### src/rtl/muldiv_ctrl_pkg.sv
// -----------------------------------------------------------------------------
// muldiv_ctrl_pkg
//   Shared encodings for the EX-stage multiply/divide controller:
//   HI/LO-class operation codes, FSM state encoding, counter width and
//   small op-classification helpers.
// -----------------------------------------------------------------------------
package muldiv_ctrl_pkg;

   // Operation select as decoded by EX; codes 000 and 111 are ignored.
   typedef enum logic [2:0] {
      OP_NONE  = 3'b000,
      OP_MULT  = 3'b001,
      OP_MULTU = 3'b010,
      OP_DIV   = 3'b011,
      OP_DIVU  = 3'b100,
      OP_MTHI  = 3'b101,
      OP_MTLO  = 3'b110
   } op_e;

   typedef enum logic [1:0] {
      ST_IDLE     = 2'd0,
      ST_MUL_WAIT = 2'd1,
      ST_DIV_WAIT = 2'd2,
      ST_DONE     = 2'd3
   } state_e;

   // Wide enough for MUL_LAT-1 with MUL_LAT up to 15.
   localparam int unsigned CNT_W = 4;

   function automatic logic is_mul_op(input logic [2:0] op);
      return (op == OP_MULT) || (op == OP_MULTU);
   endfunction

   function automatic logic is_div_op(input logic [2:0] op);
      return (op == OP_DIV) || (op == OP_DIVU);
   endfunction

endpackage

### src/rtl/muldiv_ctrl_hilo_reg.sv
// -----------------------------------------------------------------------------
// hilo_reg
//   Architectural HI and LO registers with independent write enables.
//   Ports:
//     clk, resetn      clock, asynchronous active-low reset
//     we_hi, we_lo     write enables for HI and LO
//     hi_i, lo_i       write data
//     hi_o, lo_o       registered HI/LO values (no write bypass)
// -----------------------------------------------------------------------------
module hilo_reg (
   input  logic        clk,
   input  logic        resetn,
   input  logic        we_hi,
   input  logic        we_lo,
   input  logic [31:0] hi_i,
   input  logic [31:0] lo_i,
   output logic [31:0] hi_o,
   output logic [31:0] lo_o
);

   logic [31:0] hi_d, hi_q;
   logic [31:0] lo_d, lo_q;

   always_comb begin
      hi_d = we_hi ? hi_i : hi_q;
      lo_d = we_lo ? lo_i : lo_q;
   end

   // NOTE: sequential state is assigned with <= so every flop samples the
   // pre-edge values; blocking assignments here would create ordering races.
   always_ff @(posedge clk or negedge resetn) begin
      if (!resetn) begin
         hi_q <= '0;
         lo_q <= '0;
      end else begin
         hi_q <= hi_d;
         lo_q <= lo_d;
      end
   end

   assign hi_o = hi_q;
   assign lo_o = lo_q;

endmodule

### src/rtl/muldiv_ctrl.sv
// -----------------------------------------------------------------------------
// muldiv_ctrl
//   EX-stage sequencer for the pipelined multiplier and iterative divider.
//   Issues the decoded HI/LO-class op, stalls EX until the result is written
//   to HI/LO, and parks in DONE until EX is free to advance so the same
//   instruction is never issued twice.
//   Ports:
//     clk, resetn                 clock, asynchronous active-low reset
//     flush                       abort in-flight op, no HI/LO write
//     pipe_hold                   EX held by another stall source
//     op_valid, op_code           decoded op from EX (stable while stalled)
//     src_a, src_b                rs / rt operands
//     stallreq, busy              EX stall request, FSM not idle
//     hi_o, lo_o                  architectural HI / LO
//     mul_signed, mul_ina/inb     multiplier controls (valid in MUL_WAIT)
//     mul_result                  product, MUL_LAT cycles after operands
//     div_start, div_signed,
//     div_op1/op2, div_annul      divider controls (valid in DIV_WAIT)
//     div_result, div_ready       {remainder, quotient} and its valid
// -----------------------------------------------------------------------------
module muldiv_ctrl
   import muldiv_ctrl_pkg::*;
#(
   parameter int unsigned MUL_LAT = 2   // legal range 1..15
) (
   input  logic        clk,
   input  logic        resetn,
   input  logic        flush,
   input  logic        pipe_hold,
   input  logic        op_valid,
   input  logic [2:0]  op_code,
   input  logic [31:0] src_a,
   input  logic [31:0] src_b,
   output logic        stallreq,
   output logic        busy,
   output logic [31:0] hi_o,
   output logic [31:0] lo_o,
   output logic        mul_signed,
   output logic [31:0] mul_ina,
   output logic [31:0] mul_inb,
   input  logic [63:0] mul_result,
   output logic        div_start,
   output logic        div_signed,
   output logic [31:0] div_op1,
   output logic [31:0] div_op2,
   output logic        div_annul,
   input  logic [63:0] div_result,
   input  logic        div_ready
);

   state_e            state_d, state_q;
   logic [31:0]       opa_d, opa_q;
   logic [31:0]       opb_d, opb_q;
   logic              sgn_d, sgn_q;
   logic [CNT_W-1:0]  cnt_d, cnt_q;

   logic              we_hi, we_lo;
   logic [31:0]       hi_wr, lo_wr;

   logic              in_idle, in_mul, in_div;

   assign in_idle = (state_q == ST_IDLE);
   assign in_mul  = (state_q == ST_MUL_WAIT);
   assign in_div  = (state_q == ST_DIV_WAIT);

   // Next-state, operand latch and HI/LO write decode.
   always_comb begin
      // NOTE: every signal gets a default before the case so no path leaves
      // it unassigned, which would otherwise infer a latch.
      state_d = state_q;
      opa_d   = opa_q;
      opb_d   = opb_q;
      sgn_d   = sgn_q;
      cnt_d   = cnt_q;
      we_hi   = 1'b0;
      we_lo   = 1'b0;
      hi_wr   = '0;
      lo_wr   = '0;

      if (flush) begin
         // Abort wins over div_ready and cnt==0: nothing is written.
         state_d = ST_IDLE;
      end else begin
         unique case (state_q)
            ST_IDLE: begin
               if (op_valid) begin
                  case (op_code)
                     OP_MULT, OP_MULTU: begin
                        opa_d   = src_a;
                        opb_d   = src_b;
                        sgn_d   = (op_code == OP_MULT);
                        cnt_d   = CNT_W'(MUL_LAT - 1);
                        state_d = ST_MUL_WAIT;
                     end
                     OP_DIV, OP_DIVU: begin
                        if (src_b != '0) begin
                           opa_d   = src_a;
                           opb_d   = src_b;
                           sgn_d   = (op_code == OP_DIV);
                           state_d = ST_DIV_WAIT;
                        end else begin
                           // Divide by zero: HI/LO keep their values and
                           // the divider is never started.
                           state_d = ST_DONE;
                        end
                     end
                     OP_MTHI: begin
                        we_hi = 1'b1;
                        hi_wr = src_a;
                     end
                     OP_MTLO: begin
                        we_lo = 1'b1;
                        lo_wr = src_a;
                     end
                     default: ;
                  endcase
               end
            end

            ST_MUL_WAIT: begin
               if (cnt_q == '0) begin
                  we_hi   = 1'b1;
                  we_lo   = 1'b1;
                  hi_wr   = mul_result[63:32];
                  lo_wr   = mul_result[31:0];
                  state_d = ST_DONE;
               end else begin
                  cnt_d = cnt_q - 1'b1;
               end
            end

            ST_DIV_WAIT: begin
               if (div_ready) begin
                  we_hi   = 1'b1;
                  we_lo   = 1'b1;
                  hi_wr   = div_result[63:32];   // remainder
                  lo_wr   = div_result[31:0];    // quotient
                  state_d = ST_DONE;
               end
            end

            ST_DONE: begin
               // Wait for EX to actually advance before accepting a new op.
               if (!pipe_hold) state_d = ST_IDLE;
            end

            default: state_d = ST_IDLE;
         endcase
      end
   end

   always_ff @(posedge clk or negedge resetn) begin
      if (!resetn) begin
         state_q <= ST_IDLE;
         opa_q   <= '0;
         opb_q   <= '0;
         sgn_q   <= 1'b0;
         cnt_q   <= '0;
      end else begin
         state_q <= state_d;
         opa_q   <= opa_d;
         opb_q   <= opb_d;
         sgn_q   <= sgn_d;
         cnt_q   <= cnt_d;
      end
   end

   hilo_reg u_hilo_reg (
      .clk    (clk),
      .resetn (resetn),
      .we_hi  (we_hi),
      .we_lo  (we_lo),
      .hi_i   (hi_wr),
      .lo_i   (lo_wr),
      .hi_o   (hi_o),
      .lo_o   (lo_o)
   );

   // Resource controls are decoded from registered state and operands; each
   // unit sees zeros outside its own wait state.
   assign mul_signed = in_mul & sgn_q;
   assign mul_ina    = in_mul ? opa_q : '0;
   assign mul_inb    = in_mul ? opb_q : '0;

   assign div_start  = in_div;
   assign div_signed = in_div & sgn_q;
   assign div_op1    = in_div ? opa_q : '0;
   assign div_op2    = in_div ? opb_q : '0;
   assign div_annul  = in_div & flush;

   assign busy = ~in_idle;

   // Combinational so the issue cycle itself stalls; flush and reset force
   // it low so a squashed or reset op never holds EX.
   assign stallreq = resetn & ~flush &
                     ((in_idle & op_valid & (is_mul_op(op_code) | is_div_op(op_code)))
                      | in_mul | in_div);

endmodule
### config.mk
export PLATFORM = sky130hd
export DESIGN_NAME = muldiv_ctrl
export DESIGN_NICKNAME = d
export VERILOG_FILES = /design/src/rtl/muldiv_ctrl_pkg.sv /design/src/rtl/muldiv_ctrl_hilo_reg.sv /design/src/rtl/muldiv_ctrl.sv
export SDC_FILE = /design/constraint.sdc
export NUM_CORES = 1
export LEC_CHECK = 0
export ABC_AREA = 1
export CORE_MARGIN = 4
export CORE_UTILIZATION = 35
export DETAILED_ROUTE_END_ITERATION = 8
export PLACE_DENSITY = 0.71
export SLEW_MARGIN = 20
export SYNTH_ARGS = -nofsm -noshare
export SYNTH_HDL_FRONTEND = slang
export SYNTH_SLANG_ARGS = --single-unit
### constraint.sdc
create_clock -name clk -period 3.1 [get_ports clk]
set_clock_uncertainty 0.2 [all_clocks]
set_input_delay 0.62 -clock clk [delete_from_list [all_inputs] [get_ports clk]]
set_output_delay 0.62 -clock clk [all_outputs]
set_load 0.05 [all_outputs]
Word level (Yosys, flattened, before mapping)
Cells that the tools add are included.
- add/sub/neg operators: 1
- equality and inequality tests: 18
- muxes and demuxes: 44
- bitwise operators: 12
- reduce and logical (&&, ||, !) cells: 12
- operator list (kind ; count):
    $mux 32 ; 16
    $pmux 32 s3 ; 2
    $pmux 32 s2 ; 2
    $reduce_bool 32->1 ; 1
    $reduce_and 5->1 ; 3
    $mux 4 ; 3
    $mux 1 ; 10
    $mux 2 ; 5
    $eq 3x3->1 const B ; 3
    $ne 3x3->1 const B ; 3
    $pmux 2 s4 ; 1
    $pmux 4 s2 ; 1
    $and 1x1->1 ; 7
    $eq 3x2->1 const B ; 2
    $ne 2x2->1 const B ; 3
    $pmux 1 s3 ; 2
    $eq 2x2->1 const B ; 2
    $logic_not 4->1 ; 1
    $ne 4x2->1 const B ; 1
    $pmux 2 s2 ; 1
    $reduce_bool 2->1 ; 2
    $reduce_or 2->1 ; 2
    $sub 4x1->4 const B ; 1
    $eq 3x1->1 const B ; 1
    8 further kinds ; 12
- register bits: 135
- word-level logic and storage cells: 94

Depth between registers and ports, before layout
- depth in word-level cells: 7
- gate-level depth with buffers: 12
- gate-level depth less buffers: 10

Hierarchy
From an unflattened synthesis, not the netlist that was laid out.
- cells, all modules: 1341
- area total of the unflattened synthesis: 8708.4 sq um
- by module, submodules not included (module ; times used ; cells an instance ; area an instance (sq um) ; seq. area each (sq um)):
    muldiv_ctrl ; 1 ; 1069 ; 6149.6 ; 1776.7
    hilo_reg ; 1 ; 272 ; 2558.7 ; 1601.5

Worst setup path after synthesis
OpenSTA, ideal clock, no wires.
- path kind: reg-to-output
- start point: reg state_q[0]
- end point: out div_op1[10]
- data arrival time: 2240 ps
- setup slack: 40 ps
- stages on the path, launching flop included: 9
- path buffers: 4
- cell sequence: dfrtp_1 > inv_1 > ha_1 > buf_2 > buf_2 > buf_2 > buf_1 > nand2_1 > inv_1
- longest elaborated chain between the ends: 2
- RTL lines (what ; RTL line ; source):
    start, declared ; muldiv_ctrl.sv:51 ; state_e state_d, state_q;
    start signal, assigned ; muldiv_ctrl.sv:160 ; state_q <= state_d;
    $eq 2x2->1 ; muldiv_ctrl.sv:64 ; assign in_div = (state_q == ST_DIV_WAIT);
    via div_start ; muldiv_ctrl.sv:42 ; output logic div_start,
    $mux 32 ; muldiv_ctrl.sv:187 ; assign div_op1 = in_div ? opa_q : '0;
    end, declared ; muldiv_ctrl.sv:44 ; output logic [31:0] div_op1,
The timed path passes the listed nets, and every way through them passes these cells.

Worst setup path in the final report
- start point: reg state_q[0]
- end point: out div_op2[12]
- longest elaborated chain between the ends: 2
- RTL lines (what ; RTL line ; source):
    $eq 2x2->1 ; muldiv_ctrl.sv:64 ;
    $mux 32 ; muldiv_ctrl.sv:188 ; assign div_op2 = in_div ? opb_q : '0;
    end, declared ; muldiv_ctrl.sv:45 ; output logic [31:0] div_op2,
Every way passes these cells.

==> results by group <==
Worst setup path
  • Endpoint arrival time on the critical path: 2.12 ns
  • Critical path capture point type: output port
  • CP max-delay cell: sky130_fd_sc_hd__dfrtp_1
  • Delay-heaviest family, CP: buffers and inverters
  • Worst Setup Path Type: reg2out
  • Highest cell delay on the worst timing path: roughly 0.41 ns
  • Buffers plus inverters on the worst setup path: 4
  • Sort of element at the start of the critical path: flop
  • Required time of the critical path: between 2 and 2.5 ns
  • Count of cell instances traversed by the critical path: 6
  • Cells traversed along the worst timing path: inv_1 -> ha_4 -> buf_4 -> nand2_1 -> inv_1 -> buf_4
  • Worst reg2reg path depth: 10
  • Top fanout value on the critical path: 45

Run
  • MaxCap Viol Count: 0

Floorplan
  • Core region area: approximately 23000 um^2
  • Row count: 55
  • Die Area: 26100 um^2
  • Die outline height: about 160 um
  • Die Span X: 162 um
  • Starting density of the core: between 30% and 40%
  • Number of placed I/O pins: 399

Route
  • Post-DR wirelength/cell: approximately 18 um
  • Top Metal Used: met4
  • Remaining routing DRC violations: 0
  • First-iteration detailed-routing DRC count: a little under 700
  • Detailed-routing wirelength on met1: approximately 14000 um
  • Vias after detailed routing: about 9300
  • Post-DR vias/cell: between 4 and 5
  • Remaining number of nets flagged by the antenna check after routing: 0
  • Met2 routed WL: between 15000 and 20000 um
  • WL met3: ~3300 um
  • Drt pass-1 iters: 5
  • Routed Wire Length: 34400 um

Power
  • Power density relative to cell area: about 940 nW/um^2
  • Total design power: around 13 mW
  • Leak pwr: 7.12 nW
  • Max rail drop VDD: around 0.49 mV

Logic synthesis
  • Synthesized area per cell: 6.79 um^2
  • Multiplexer share of the synthesized area: 0%
  • Combinational family with the most area after synthesis: simple AND/OR/NAND/NOR gates
  • Synthesized-area fraction occupied by ao, oa, aoi and oai cells: ~6.4%
  • Nets in the synthesized netlist: ~1400
  • Synth Area in Adders: less than 1%
  • Post-Syn Area: a little over 8000 um^2
  • Xor and xnor fraction of the mapped netlist area: less than 1%
  • Count of state elements after synthesis: ~140
  • Synthesized instance count: between 1000 and 1500
  • Fraction of the mapped netlist area in simple logic gates: between 30 and 40%
  • Number of distinct library cells after synthesis: 28
  • Synthesis Warnings: 0
  • Portion of the post-synthesis area used by sequential elements: between 40 and 50%

Clocking
  • Clock insertion delay at the later pin of the skew report: about 0.42 ns
  • Clock edge transition at the registers on the reported setup and hold paths: approximately 0.060 ns
  • CTS tree: built
  • CTS H-Tree Depth: 4
  • Number of buffers inserted during clock tree synthesis: 17
  • CTS max path bufs: 2
  • Number of buffers inserted by post-CTS setup repair: 0
  • Buffer cell driving the clock tree root: sky130_fd_sc_hd__clkbuf_16
  • CTS sink count: 135

Timing
  • Total Negative Setup Slacks: 0 ns
  • Final critical delay including setup and external delays: roughly 2.9 ns
  • Share of the clock period used by the worst path after layout: a little over nine tenths
  • Final Slew Violations: 0
  • Post-layout worst setup margin: 0.158 ns
  • Setup Viol. Count Final: 0
  • Final hold violation count: 0
  • RSZ-0062 raised after global routing: false
  • Fmax: approximately 340 MHz
  • Worst Max-Slew Pin Slew: approximately 0.66 ns
  • Relative max-transition margin: around 56%

Cells and area
  • Most common cell after layout, fill and taps aside: sky130_fd_sc_hd__nand2_1
  • FF+latch area: approximately 3400 um^2
  • Final instance area: ~14000 um^2
  • Area growth from synthesis to final layout: 65.1%
  • Area taken by multi-input logic gates: between 3000 and 4000 um^2
  • Count of filler cells inserted in the layout: 2129
  • Fraction of layout cells with a size suffix above 1: about 16%
  • Commonest cells after routing, fill and taps aside: sky130_fd_sc_hd__nand2_1, sky130_fd_sc_hd__clkdlybuf4s50_1, sky130_fd_sc_hd__inv_1, sky130_fd_sc_hd__nor2_1
  • Final net count: roughly 1800
  • Final core occ: 59.4%

Placement
  • Total of buffers placed on input and output ports: approximately 400
  • Final weighted congestion in routability-driven placement: approximately 0.9
  • Worst setup slack before clock tree synthesis: between 0.15 and 0.2 ns
  • Placement-stage cell area: 13000 um^2
  • Total half-perimeter wirelength after legalization and detailed placement: 26200 um

Min path
  • Type of the worst min-delay path: in2async

Global route
  • Via count of the first global-routing pass: roughly 8900
  • Largest net degree at the start of global routing: between 60 and 70
  • Total global routing track utilization: 25.9%
  • First-pass GRT wire length: 52400 um
  • Remaining global-route overflow: 0
  • Number of antenna violations at the first check in global routing: 1

Run status
  • Status: complete, no violations
-- report_power, final --
part	switching, mW	internal [mW]	total [mW]
clock network	0.824	1.35	2.18
registers	0.663	2.56	3.22
logic	4.72	2.63	7.34
-- worst reg2reg max path: cells and delay by family (launching register included) --
kind / cells / cell delay [ns]
adder cells (fa/ha/maj): 1 / 0.27
buffers and inverters: 4 / 0.98
flip-flops: 1 / 0.41
AND/OR/NAND/NOR: 5 / 0.46
-- sequential cells by signal, summed over array words and instances, names as in the netlist --
register / count
sgn_q: 1
opa_q: 32
u_hilo_reg.hi_o: 32
u_hilo_reg.lo_o: 32
state_q: 2
opb_q: 32
cnt_q: 4
-- what timing repair did --
action                                 CTS  global route
hold buffers                             0             0
gates resized for setup                  0             1
endpoints found under the hold margin    0             0
setup endpoints to repair                0             1
-- layout make-up --
class | count | area share, %
sequential | 135 | 24.8
clock buffer | 17 | 3.12
multi-input combinational | 820 | 27.6
antenna | 2 | 0.0368
clock inverter | 14 | 1.45
tap | 313 | 2.88
timing repair buffer | 420 | 35.0
inverter | 183 | 5.05
-- metal layers --
layer / global-route usage [%] / up-vias
met5: 0 / -
met4: 7.56 / 0
met3: 6.61 / 48
met2: 42.3 / 452
met1: 34.0 / 4334
li1: - / 4437
-- metrics by stage --
stage	cells	hold WS [ns]
global route	1903	0.217
global placement	1871	0.262
CTS	1902	0.175
floorplan	1214	0.124
finish	1904	0.167
detailed placement	1871	0.265
-- synth_stat cells (all sizes together) --
| cell | instances | area share, % |
|---|---|---|
| o21ai | 7 | 0.42 |
| nand3b | 1 | 0.091 |
| o211ai | 64 | 5.8 |
| nand4 | 1 | 0.076 |
| xor2 | 1 | 0.11 |
| nand2 | 428 | 21 |
| buf | 50 | 4.1 |
| nor3 | 2 | 0.12 |
| a31oi | 1 | 0.076 |
| xnor2 | 1 | 0.11 |
| a21oi | 2 | 0.12 |
| nand3 | 139 | 8.7 |
| or2 | 1 | 0.076 |
| nor2 | 166 | 7.7 |
| ha | 6 | 0.91 |
| clkbuf | 26 | 1.2 |
| inv | 183 | 8.3 |
| dfrtp | 135 | 41 |
-- path summary, 6_finish.rpt --
check	startpoint	to	slack (ns)
worst max-delay path	state_q[0]	div_op2[12]	0.16
worst min-delay path	resetn	opa_q[8]	0.17
worst max register to register	state_q[0]	u_hilo_reg.hi_o[29]	0.71
worst min register to register	u_hilo_reg.lo_o[12]	u_hilo_reg.lo_o[12]	0.28
max in group asynchronous	resetn	u_hilo_reg.hi_o[29]	1.53
min in group clk	u_hilo_reg.lo_o[12]	u_hilo_reg.lo_o[12]	0.28
-- cell families after synthesis --
kind of cell	after synthesis
flip-flops	135
XOR/XNOR	2
buffers and inverters	259
adder cells (fa/ha/maj)	6
AO/OA/AOI/OAI	74
AND/OR/NAND/NOR	738
No activity file was read; power rests on OpenSTA's default activity.
